## config.mk

```make
export PLATFORM = sky130hd
export DESIGN_NAME = mac_learn_table_flat
export DESIGN_NICKNAME = d
export VERILOG_FILES = /design/src/rtl/mac_learn_table_if.sv /design/src/rtl/mac_learn_table.sv /design/src/flat_wrapper.sv
export SDC_FILE = /design/constraint.sdc
export NUM_CORES = 2
export LEC_CHECK = 0
export ABC_AREA = 1
export CAP_MARGIN = 20
export CORE_ASPECT_RATIO = 1.4
export CORE_MARGIN = 5
export CORE_UTILIZATION = 55
export DETAILED_ROUTE_END_ITERATION = 12
export PLACE_DENSITY = 0.75
export SLEW_MARGIN = 10
export SYNTH_ARGS = -nofsm -noshare
export SYNTH_HDL_FRONTEND = slang
export SYNTH_SLANG_ARGS = --single-unit
```

## constraint.sdc

```tcl
create_clock -name clk -period 14.26 [get_ports clk]
set_input_delay 2.852 -clock clk [delete_from_list [all_inputs] [get_ports clk]]
set_output_delay 2.852 -clock clk [all_outputs]
set_load 0.05 [all_outputs]
```

## src/rtl/mac_learn_table_if.sv

```systemverilog
// Request/response bundle between the header parser, the MAC table and the fabric arbiter.
// The parser side uses the master modport; the table uses the slave modport.
interface mac_learn_table_if #(
   parameter int NUM_PORTS = 4
) ();
   localparam int PORT_W = (NUM_PORTS > 1) ? $clog2(NUM_PORTS) : 1;

   logic                 req_valid;
   logic                 req_ready;
   logic [47:0]          req_src_mac;
   logic [47:0]          req_dst_mac;
   logic [PORT_W-1:0]    req_src_port;
   logic                 resp_valid;
   logic                 resp_ready;
   logic [NUM_PORTS-1:0] resp_port_mask;
   logic                 resp_hit;

   modport master (
      output req_valid, req_src_mac, req_dst_mac, req_src_port, resp_ready,
      input  req_ready, resp_valid, resp_port_mask, resp_hit
   );

   modport slave (
      input  req_valid, req_src_mac, req_dst_mac, req_src_port, resp_ready,
      output req_ready, resp_valid, resp_port_mask, resp_hit
   );
endinterface

```

## src/rtl/mac_learn_table.sv

```systemverilog
// MAC learning/forwarding table: learns source MAC per frame, looks up destination, returns an
// egress port mask. Hit counters steer eviction when full and are decremented by periodic ageing.
module mac_learn_table #(
   parameter int NUM_PORTS   = 4,
   parameter int NUM_ENTRIES = NUM_PORTS * 4,
   parameter int MAX_HIT     = 16
) (
   input  logic              clk,
   input  logic              rst_n,
   mac_learn_table_if.slave  bus,
   input  logic              age_tick,
   output logic              evict_pulse,
   output logic              table_full
);
   localparam int PORT_W = (NUM_PORTS > 1) ? $clog2(NUM_PORTS) : 1;
   localparam int IDX_W  = (NUM_ENTRIES > 1) ? $clog2(NUM_ENTRIES) : 1;
   localparam int HIT_W  = (MAX_HIT > 1) ? $clog2(MAX_HIT) : 1;
   localparam logic [HIT_W-1:0] HIT_TOP = HIT_W'(MAX_HIT - 1);
   localparam logic [47:0]      BCAST   = 48'hFFFF_FFFF_FFFF;

   typedef enum logic [2:0] {IDLE, AGE, LEARN, LOOKUP, RESP} state_t;

   state_t               state;
   state_t               next_state;
   logic                 age_pending;
   logic                 age_pending_d;
   logic                 accept;

   logic [47:0]          cap_src_mac;
   logic [47:0]          cap_dst_mac;
   logic [PORT_W-1:0]    cap_src_port;

   logic [NUM_ENTRIES-1:0] valid;
   logic [47:0]          mac  [NUM_ENTRIES];
   logic [PORT_W-1:0]    port [NUM_ENTRIES];
   logic [HIT_W-1:0]     hit  [NUM_ENTRIES];

   logic                 src_found;
   logic [IDX_W-1:0]     src_idx;
   logic                 dst_found;
   logic [IDX_W-1:0]     dst_idx;
   logic                 free_found;
   logic [IDX_W-1:0]     free_idx;
   logic [IDX_W-1:0]     victim_idx;
   logic [HIT_W-1:0]     min_hit;
   logic [IDX_W-1:0]     alloc_idx;
   logic                 learn_alloc;

   logic                 req_ready_d;
   logic                 resp_valid_d;
   logic [NUM_PORTS-1:0] lookup_mask;
   logic                 lookup_hit;

   function automatic logic [HIT_W-1:0] sat_inc(input logic [HIT_W-1:0] h);
      return (h >= HIT_TOP) ? h : h + 1'b1;
   endfunction

   function automatic logic [NUM_PORTS-1:0] one_hot(input logic [PORT_W-1:0] p);
      return {{(NUM_PORTS-1){1'b0}}, 1'b1} << p;
   endfunction

   assign accept = bus.req_valid && bus.req_ready;

   // Request is captured on the handshake so the parser may move on immediately.
   always_ff @(posedge clk) begin
      if (accept) begin
         cap_src_mac  <= bus.req_src_mac;
         cap_dst_mac  <= bus.req_dst_mac;
         cap_src_port <= bus.req_src_port;
      end
   end

   // Associative searches over the table contents.
   always_comb begin
      src_found  = 1'b0;
      src_idx    = '0;
      dst_found  = 1'b0;
      dst_idx    = '0;
      free_found = 1'b0;
      free_idx   = '0;
      victim_idx = '0;
      min_hit    = hit[0];
      for (int i = 0; i < NUM_ENTRIES; i++) begin
         if (!src_found && valid[i] && mac[i] == cap_src_mac) begin
            src_found = 1'b1;
            src_idx   = IDX_W'(i);
         end
         if (!dst_found && valid[i] && mac[i] == cap_dst_mac) begin
            dst_found = 1'b1;
            dst_idx   = IDX_W'(i);
         end
         if (!free_found && !valid[i]) begin
            free_found = 1'b1;
            free_idx   = IDX_W'(i);
         end
         // "<=" lets a later entry with an equal count win the tie.
         if (hit[i] <= min_hit) begin
            min_hit    = hit[i];
            victim_idx = IDX_W'(i);
         end
      end
      alloc_idx   = free_found ? free_idx : victim_idx;
      learn_alloc = !cap_src_mac[40] && !src_found;
   end

   always_ff @(posedge clk or negedge rst_n) begin
      if (!rst_n) begin
         state       <= IDLE;
         age_pending <= 1'b0;
      end else begin
         state       <= next_state;
         age_pending <= age_pending_d;
      end
   end

   always_comb begin
      next_state = state;
      unique case (state)
         IDLE:    if (age_pending) next_state = AGE;
                  else if (accept) next_state = LEARN;
         AGE:     next_state = IDLE;
         LEARN:   next_state = LOOKUP;
         LOOKUP:  next_state = RESP;
         RESP:    if (bus.resp_ready) next_state = IDLE;
         default: next_state = IDLE;
      endcase
   end

   always_comb begin
      age_pending_d = age_tick || (age_pending && state != AGE);
      req_ready_d   = (next_state == IDLE) && !age_pending_d;
      resp_valid_d  = (next_state == RESP);
      lookup_hit    = 1'b0;
      lookup_mask   = ~one_hot(cap_src_port);
      if (cap_dst_mac != BCAST && !cap_dst_mac[40] && dst_found) begin
         lookup_hit  = 1'b1;
         lookup_mask = (port[dst_idx] == cap_src_port) ? '0 : one_hot(port[dst_idx]);
      end
   end

   // Outputs are registered so they reset low and stay stable through RESP backpressure.
   always_ff @(posedge clk or negedge rst_n) begin
      if (!rst_n) begin
         bus.req_ready      <= 1'b0;
         bus.resp_valid     <= 1'b0;
         bus.resp_port_mask <= '0;
         bus.resp_hit       <= 1'b0;
         evict_pulse        <= 1'b0;
         table_full         <= 1'b0;
      end else begin
         bus.req_ready  <= req_ready_d;
         bus.resp_valid <= resp_valid_d;
         if (state == LOOKUP) begin
            bus.resp_port_mask <= lookup_mask;
            bus.resp_hit       <= lookup_hit;
         end
         evict_pulse <= (state == LEARN) && learn_alloc && valid[alloc_idx];
         table_full  <= &valid;
      end
   end

   always_ff @(posedge clk or negedge rst_n) begin
      if (!rst_n) begin
         for (int i = 0; i < NUM_ENTRIES; i++) begin
            valid[i] <= 1'b0;
            mac[i]   <= '0;
            port[i]  <= '0;
            hit[i]   <= '0;
         end
      end else begin
         unique case (state)
            AGE: begin
               for (int i = 0; i < NUM_ENTRIES; i++) begin
                  if (valid[i]) begin
                     if (hit[i] == '0) valid[i] <= 1'b0;
                     else              hit[i]   <= hit[i] - 1'b1;
                  end
               end
            end
            LEARN: begin
               // Group source addresses are never learned.
               if (!cap_src_mac[40]) begin
                  if (src_found) begin
                     port[src_idx] <= cap_src_port;
                     hit[src_idx]  <= sat_inc(hit[src_idx]);
                  end else begin
                     valid[alloc_idx] <= 1'b1;
                     mac[alloc_idx]   <= cap_src_mac;
                     port[alloc_idx]  <= cap_src_port;
                     hit[alloc_idx]   <= '0;
                  end
               end
            end
            LOOKUP: begin
               if (cap_dst_mac != BCAST && !cap_dst_mac[40] && dst_found)
                  hit[dst_idx] <= sat_inc(hit[dst_idx]);
            end
            default: ;
         endcase
      end
   end
endmodule

```

## src/flat_wrapper.sv

```systemverilog
// flat-port wrapper written by rule: the top's interface ports become plain ports
module mac_learn_table_flat 
#(
   parameter int NUM_PORTS   = 4,
   parameter int NUM_ENTRIES = NUM_PORTS * 4,
   parameter int MAX_HIT     = 16
)
  (clk, rst_n, age_tick, evict_pulse, table_full, bus_req_valid, bus_req_src_mac, bus_req_dst_mac, bus_req_src_port, bus_resp_ready, bus_req_ready, bus_resp_valid, bus_resp_port_mask, bus_resp_hit);
  mac_learn_table_if #(.NUM_PORTS(NUM_PORTS)) bus_i ();
  input  logic clk;
  input  logic rst_n;
  input  logic age_tick;
  output logic evict_pulse;
  output logic table_full;
  input wire logic [$bits(bus_i.req_valid)-1:0] bus_req_valid;
  input wire logic [$bits(bus_i.req_src_mac)-1:0] bus_req_src_mac;
  input wire logic [$bits(bus_i.req_dst_mac)-1:0] bus_req_dst_mac;
  input wire logic [$bits(bus_i.req_src_port)-1:0] bus_req_src_port;
  input wire logic [$bits(bus_i.resp_ready)-1:0] bus_resp_ready;
  output wire logic [$bits(bus_i.req_ready)-1:0] bus_req_ready;
  output wire logic [$bits(bus_i.resp_valid)-1:0] bus_resp_valid;
  output wire logic [$bits(bus_i.resp_port_mask)-1:0] bus_resp_port_mask;
  output wire logic [$bits(bus_i.resp_hit)-1:0] bus_resp_hit;
  assign bus_i.req_valid = bus_req_valid;
  assign bus_i.req_src_mac = bus_req_src_mac;
  assign bus_i.req_dst_mac = bus_req_dst_mac;
  assign bus_i.req_src_port = bus_req_src_port;
  assign bus_i.resp_ready = bus_resp_ready;
  assign bus_req_ready = bus_i.req_ready;
  assign bus_resp_valid = bus_i.resp_valid;
  assign bus_resp_port_mask = bus_i.resp_port_mask;
  assign bus_resp_hit = bus_i.resp_hit;
  mac_learn_table #(.NUM_PORTS(NUM_PORTS), .NUM_ENTRIES(NUM_ENTRIES), .MAX_HIT(MAX_HIT)) u_core (.clk(clk), .rst_n(rst_n), .bus(bus_i), .age_tick(age_tick), .evict_pulse(evict_pulse), .table_full(table_full));
endmodule
```

==> flow_results.xml, run 1 <==
<?xml version="1.0" encoding="UTF-8"?>
<metrics>
  <group name="floorplanning">
    <metric name="placement_rows" unit="">146</metric>
    <metric name="floorplan.initialDensity" unit="%">55.4</metric>
    <metric name="die_w" unit="um">296</metric>
    <metric name="die-height" unit="um">410</metric>
    <metric name="boundary_pin_count" unit="">112</metric>
  </group>
  <group name="place">
    <metric name="finalWeightedCongestion" unit="">1.17</metric>
    <metric name="detailedPlacementHpwl" unit="um">267000</metric>
    <metric name="port_buffers" unit="">111</metric>
    <metric name="pre_cts_ws" unit="ns">-2.45</metric>
  </group>
  <group name="yosys">
    <metric name="synth.yosys.seq_area_share" unit="%">40.3</metric>
    <metric name="async_flop_share" unit="%">90.1</metric>
    <metric name="synth_edf_count" unit="">98</metric>
    <metric name="syn-num-nets" unit="">8135</metric>
    <metric name="synth.distinct_cells" unit="">74</metric>
    <metric name="postSynthCellCount" unit="">7976</metric>
    <metric name="synth.avg_cell_area" unit="um2">7.87</metric>
    <metric name="synth_warnings" unit="">0</metric>
    <metric name="post_synth_instance_area" unit="mm2">0.0628</metric>
    <metric name="synth-main-ff-cell" unit="">sky130_fd_sc_hd__dfrtp_1</metric>
    <metric name="ys_ff_latch" unit="">991</metric>
  </group>
  <group name="cts">
    <metric name="total_clock_buffers_created_by_cts" unit="">100</metric>
    <metric name="cts_buffer_depth" unit="">3</metric>
    <metric name="cts_hold_repair.buffers" unit="">0</metric>
    <metric name="clock_sink_count" unit="">991</metric>
    <metric name="cts_root_buf" unit="">sky130_fd_sc_hd__clkbuf_16</metric>
    <metric name="cts-htree-levels" unit="">3</metric>
  </group>
  <group name="global_routing">
    <metric name="grtUsageTotal" unit="%">69.9</metric>
    <metric name="largest_net_degree_at_the_start_of_global_routing" unit="">165</metric>
    <metric name="grt_remaining_overflow" unit="">1</metric>
  </group>
  <group name="outcome">
    <metric name="first-error" unit="">[ERROR GRT-0232] Routing congestion too high. Check the congestion heatmap in the GUI.</metric>
    <metric name="run_status" unit="">aborted with a tool error</metric>
    <metric name="outcome.stop_stage" unit="">global routing (5_1_grt)</metric>
  </group>
</metrics>
-- logic make-up after synthesis --
| kind of cell | synth area share [%] |
|---|---|
| buf+inv | 9.85 |
| simple gates | 20.4 |
| flops | 40.3 |
| xor+xnor | 6.42 |
| mux | 0.0159 |
| fa+ha+maj | 1.12 |
| compound gates | 21.9 |
-- cells in the mapped netlist, types with 54 or more instances --
master / instances / area share [%]
sky130_fd_sc_hd__o21ai_0: 380 / 3.0
sky130_fd_sc_hd__o22ai_1: 639 / 6.4
sky130_fd_sc_hd__xor2_1: 279 / 3.9
sky130_fd_sc_hd__buf_6: 97 / 1.7
sky130_fd_sc_hd__nor3_1: 54 / 0.43
sky130_fd_sc_hd__ha_1: 56 / 1.1
sky130_fd_sc_hd__edfxtp_1: 98 / 4.7
sky130_fd_sc_hd__nor4_1: 220 / 2.2
sky130_fd_sc_hd__o21ai_1: 673 / 5.4
sky130_fd_sc_hd__dfrtp_1: 893 / 36
sky130_fd_sc_hd__nand3_1: 223 / 1.8
sky130_fd_sc_hd__inv_1: 718 / 4.3
sky130_fd_sc_hd__nor2_1: 240 / 1.4
sky130_fd_sc_hd__nand4_1: 106 / 1.1
sky130_fd_sc_hd__nand2_1: 1775 / 11
sky130_fd_sc_hd__a21oi_1: 147 / 1.2
sky130_fd_sc_hd__clkbuf_1: 258 / 1.5
sky130_fd_sc_hd__buf_2: 62 / 0.49
sky130_fd_sc_hd__a221oi_1: 207 / 2.9
sky130_fd_sc_hd__xnor2_1: 181 / 2.5
-- routing by layer --
layer	track usage (%)	overflow
met1	68.3	0
met2	86.6	1
met3	53.1	0
met4	71.8	0
met5	35.0	0
-- repair_timing --
item | 4_1_cts
gates cloned | 31
setup buffers | 74
gates resized for setup | 291
setup endpoints to repair | 881
pin swaps | 98
-- metrics by stage --
stage               instances  utilization [%]  area, um2  setup TNS (ns)
floorplan                7976                -      63100         -695.61
global placement         9561             59.4      67300        -1817.70
detailed placement       9563             59.5      67400        -1957.81
CTS                      9852             64.7      73200        -1313.64
==> run 2: changes to the inputs <==
CORE_ASPECT_RATIO = unset   (was 1.4)
CORE_UTILIZATION = 40   (was 55)
PLACE_DENSITY = unset   (was 0.75)
PLACE_DENSITY_LB_ADDON = 0.15   (was unset)
clock period = 18.5 ns   (was 14.26 ns; I/O delays follow)
==> run 2 against run 1 <==
- the run now ends clean
- synthesized cell count did not move
- area after synthesis unchanged
==> flow_results.xml, run 2 <==
<?xml version="1.0" encoding="UTF-8"?>
<metrics>
  <group name="timing">
    <metric name="hold_viol_final" unit="">0</metric>
    <metric name="final_critical_path_share_of_the_clock_period" unit="%">94.4</metric>
    <metric name="maxSlewViolCount" unit="">0</metric>
    <metric name="setup_viol" unit="">0</metric>
    <metric name="achievable-frequency" unit="MHz">57.3</metric>
    <metric name="final.min_clock_period" unit="ns">17.46</metric>
    <metric name="worst_pin_slew" unit="ns">1.33</metric>
    <metric name="max_slew_margin" unit="%">11.2</metric>
    <metric name="skew" unit="ns">0.0377</metric>
    <metric name="final_critical_path_setup_slack" unit="ns">1.04</metric>
  </group>
  <group name="cts">
    <metric name="worst_setup_hold_path_clk_slew" unit="ns">0.06</metric>
    <metric name="total_clock_buffers_created_by_cts" unit="">118</metric>
    <metric name="cts_hold_repair.buffers" unit="">0</metric>
    <metric name="cts_tree" unit="">yes</metric>
    <metric name="cts_root_buf" unit="">sky130_fd_sc_hd__clkbuf_16</metric>
    <metric name="cts_buffer_depth" unit="">3</metric>
    <metric name="insertion_delay" unit="ns">0.80</metric>
    <metric name="cts-htree-levels" unit="">3</metric>
    <metric name="clock_sink_count" unit="">991</metric>
  </group>
  <group name="place">
    <metric name="detailedPlacementHpwl" unit="um">280000</metric>
    <metric name="pre_cts_ws" unit="ns">0.267</metric>
    <metric name="finalWeightedCongestion" unit="">1.08</metric>
    <metric name="port_buffers" unit="">111</metric>
  </group>
  <group name="outcome">
    <metric name="run_status" unit="">finished clean</metric>
  </group>
  <group name="yosys">
    <metric name="synth_warnings" unit="">0</metric>
    <metric name="syn-num-nets" unit="">8135</metric>
    <metric name="synth.distinct_cells" unit="">74</metric>
    <metric name="post_synth_instance_area" unit="mm2">0.0628</metric>
    <metric name="synth.avg_cell_area" unit="um2">7.87</metric>
    <metric name="synth.yosys.seq_area_share" unit="%">40.3</metric>
    <metric name="synthTopCellsByCount" unit="">sky130_fd_sc_hd__nand2_1 (1775), sky130_fd_sc_hd__dfrtp_1 (893), sky130_fd_sc_hd__inv_1 (718), sky130_fd_sc_hd__o21ai_1 (673), sky130_fd_sc_hd__o22ai_1 (639)</metric>
    <metric name="async_flop_share" unit="%">90.1</metric>
    <metric name="synth.most_common_cell" unit="">sky130_fd_sc_hd__nand2_1</metric>
    <metric name="ys_ff_latch" unit="">991</metric>
    <metric name="synth-main-ff-cell" unit="">sky130_fd_sc_hd__dfrtp_1</metric>
    <metric name="netlist.area_leader.share" unit="%">35.6</metric>
    <metric name="postSynthCellCount" unit="">7976</metric>
    <metric name="synth.largest_area_cell" unit="">sky130_fd_sc_hd__dfrtp_1</metric>
    <metric name="netlist_top_cells_area" unit="">sky130_fd_sc_hd__dfrtp_1 (36%), sky130_fd_sc_hd__nand2_1 (11%), sky130_fd_sc_hd__o22ai_1 (6.4%), sky130_fd_sc_hd__o21ai_1 (5.4%), sky130_fd_sc_hd__edfxtp_1 (4.7%)</metric>
    <metric name="synth_edf_count" unit="">98</metric>
  </group>
  <group name="route">
    <metric name="drt_drc_violations_left" unit="">0</metric>
    <metric name="viasPerCell" unit="">7.00</metric>
    <metric name="ant_nets" unit="">0</metric>
    <metric name="routed_wirelength" unit="um">426000</metric>
    <metric name="detail_route.iter0.violations" unit="">14900</metric>
    <metric name="detailroute.via_count" unit="">72000</metric>
    <metric name="wl_per_cell" unit="um">41.4</metric>
    <metric name="drt_pre_antenna_iters" unit="">8</metric>
  </group>
  <group name="critical_path">
    <metric name="slowest_delay" unit="ns">0.37</metric>
    <metric name="critPathMostFrequentCell" unit="">sky130_fd_sc_hd__nand2_1</metric>
    <metric name="critical-path-top-delay-family" unit="">simple AND/OR/NAND/NOR gates</metric>
    <metric name="critical_path_arrival" unit="ns">18.09</metric>
    <metric name="worst-path-buf-inv" unit="">21</metric>
    <metric name="crit_fanout" unit="">12</metric>
    <metric name="critical_path_class" unit="">register to register</metric>
    <metric name="crit_path_start_kind" unit="">register</metric>
    <metric name="critical_path_required" unit="ns">19.13</metric>
    <metric name="critical_path.endpoint_type" unit="">register</metric>
    <metric name="critical_path.slowest_cell" unit="">sky130_fd_sc_hd__dfrtp_1</metric>
  </group>
  <group name="finish">
    <metric name="finish.net_count" unit="">8234</metric>
    <metric name="layout.cells.most_common_list" unit="">sky130_fd_sc_hd__nand2_1 (1760), sky130_fd_sc_hd__dfrtp_1 (893), sky130_fd_sc_hd__inv_1 (686)</metric>
    <metric name="largest-register" unit="">u_core.mac</metric>
    <metric name="layout.cells.most_common" unit="">sky130_fd_sc_hd__nand2_1</metric>
    <metric name="syn2layout_area_growth" unit="%">14.3</metric>
    <metric name="largest_register_ff_count" unit="">768</metric>
    <metric name="top_regs" unit="">u_core.mac x768, u_core.hit x64</metric>
    <metric name="layout_cells_sized_above_1" unit="%">10.9</metric>
  </group>
  <group name="global_routing">
    <metric name="grt_pass1_vias" unit="">62800</metric>
    <metric name="grtUsageTotal" unit="%">49.3</metric>
    <metric name="grt_remaining_overflow" unit="">0</metric>
    <metric name="largest_net_degree_at_the_start_of_global_routing" unit="">152</metric>
    <metric name="first_pass_grt_wire_length" unit="um">556000</metric>
    <metric name="antenna_found_initial" unit="">65</metric>
  </group>
  <group name="floorplanning">
    <metric name="die-height" unit="um">406</metric>
    <metric name="placement_rows" unit="">145</metric>
    <metric name="die_w" unit="um">406</metric>
    <metric name="dieArea" unit="mm2">0.165</metric>
    <metric name="boundary_pin_count" unit="">112</metric>
    <metric name="floorplan.initialDensity" unit="%">40.2</metric>
    <metric name="core_region_area" unit="mm2">0.156</metric>
  </group>
  <group name="run">
    <metric name="timing.max_cap.violations" unit="">0</metric>
  </group>
  <group name="hold_path">
    <metric name="min-delay-path-class" unit="">register to register</metric>
  </group>
</metrics>
[run 2: cell counts after synthesis]
Identical to the previous run, type by type.
[run 2: worst paths after layout]
path,cells after the start,to,startpoint,slack [ns]
max in group asynchronous,4,u_core.hit[59],rst_n,12.34
hold / removal,1,u_core.state[1],u_core.age_pending,0.47
setup reg to reg,141,u_core.mac[216],u_core.hit[61],1.04
setup / recovery,141,u_core.mac[216],u_core.hit[61],1.04
hold reg to reg,1,u_core.state[1],u_core.age_pending,0.47
min in group asynchronous,1,u_core.mac[188],rst_n,2.95
[run 2: what timing repair did]
action	4_1_cts	5_1_grt
endpoints found under the setup margin	0	881
resized for setup	0	152
setup buffers	0	47
[run 2: cell families (layout without fill, tap and decap cells)]
kind of cell | count (synthesis) | in the layout | share of synthesized area, %
AO/OA/AOI/OAI | 2286 | 2287 | 21.9
XOR/XNOR | 460 | 460 | 6.42
adder cells (fa/ha/maj) | 56 | 56 | 1.12
buffers and inverters | 1319 | 1515 | 9.85
flip-flops | 991 | 991 | 40.3
multiplexers | 1 | 1 | 0.0159
other | 0 | 48 | 0
AND/OR/NAND/NOR | 2863 | 2869 | 20.4
[run 2: layout make-up]
class / count / area, um2
tap: 2058 / 2570
timing repair buffer: 513 / 4670
clock inverter: 56 / 806
sequential: 991 / 25300
clock buffer: 168 / 3380
antenna: 48 / 120
multi-input combinational: 5673 / 31900
inverter: 778 / 2970
fill: 15600 / 84500
[run 2: per-stage QoR]
stage | cells | area (um2) | hold WS [ns] | TNS, ns | util (%)
final | 10300 | 71700 | 0.473 | 0 | 45.9
after global routing | 10200 | 71600 | 0.513 | -22.30 | 45.9
after CTS | 10200 | 70200 | 0.461 | 0 | 44.9
after detailed placement | 9942 | 66000 | 0.478 | 0 | 42.2
after global placement | 9942 | 66000 | 0.466 | 0 | 42.2
after floorplan | 7976 | 62800 | 0.446 | 0 | -
[run 2: layer usage]
layer	part of all wire [%]	wire length [um]	GRT usage, %
met5	0.073	309	0.506
met4	9.3	39700	34.6
met3	17	72700	24.1
met2	37	156000	62.6
met1	37	157000	64.1
Power of run 2 is left out: the tool's default activity adds up to more than one toggle a clock period on the data nets, which glitch-free logic cannot reach.
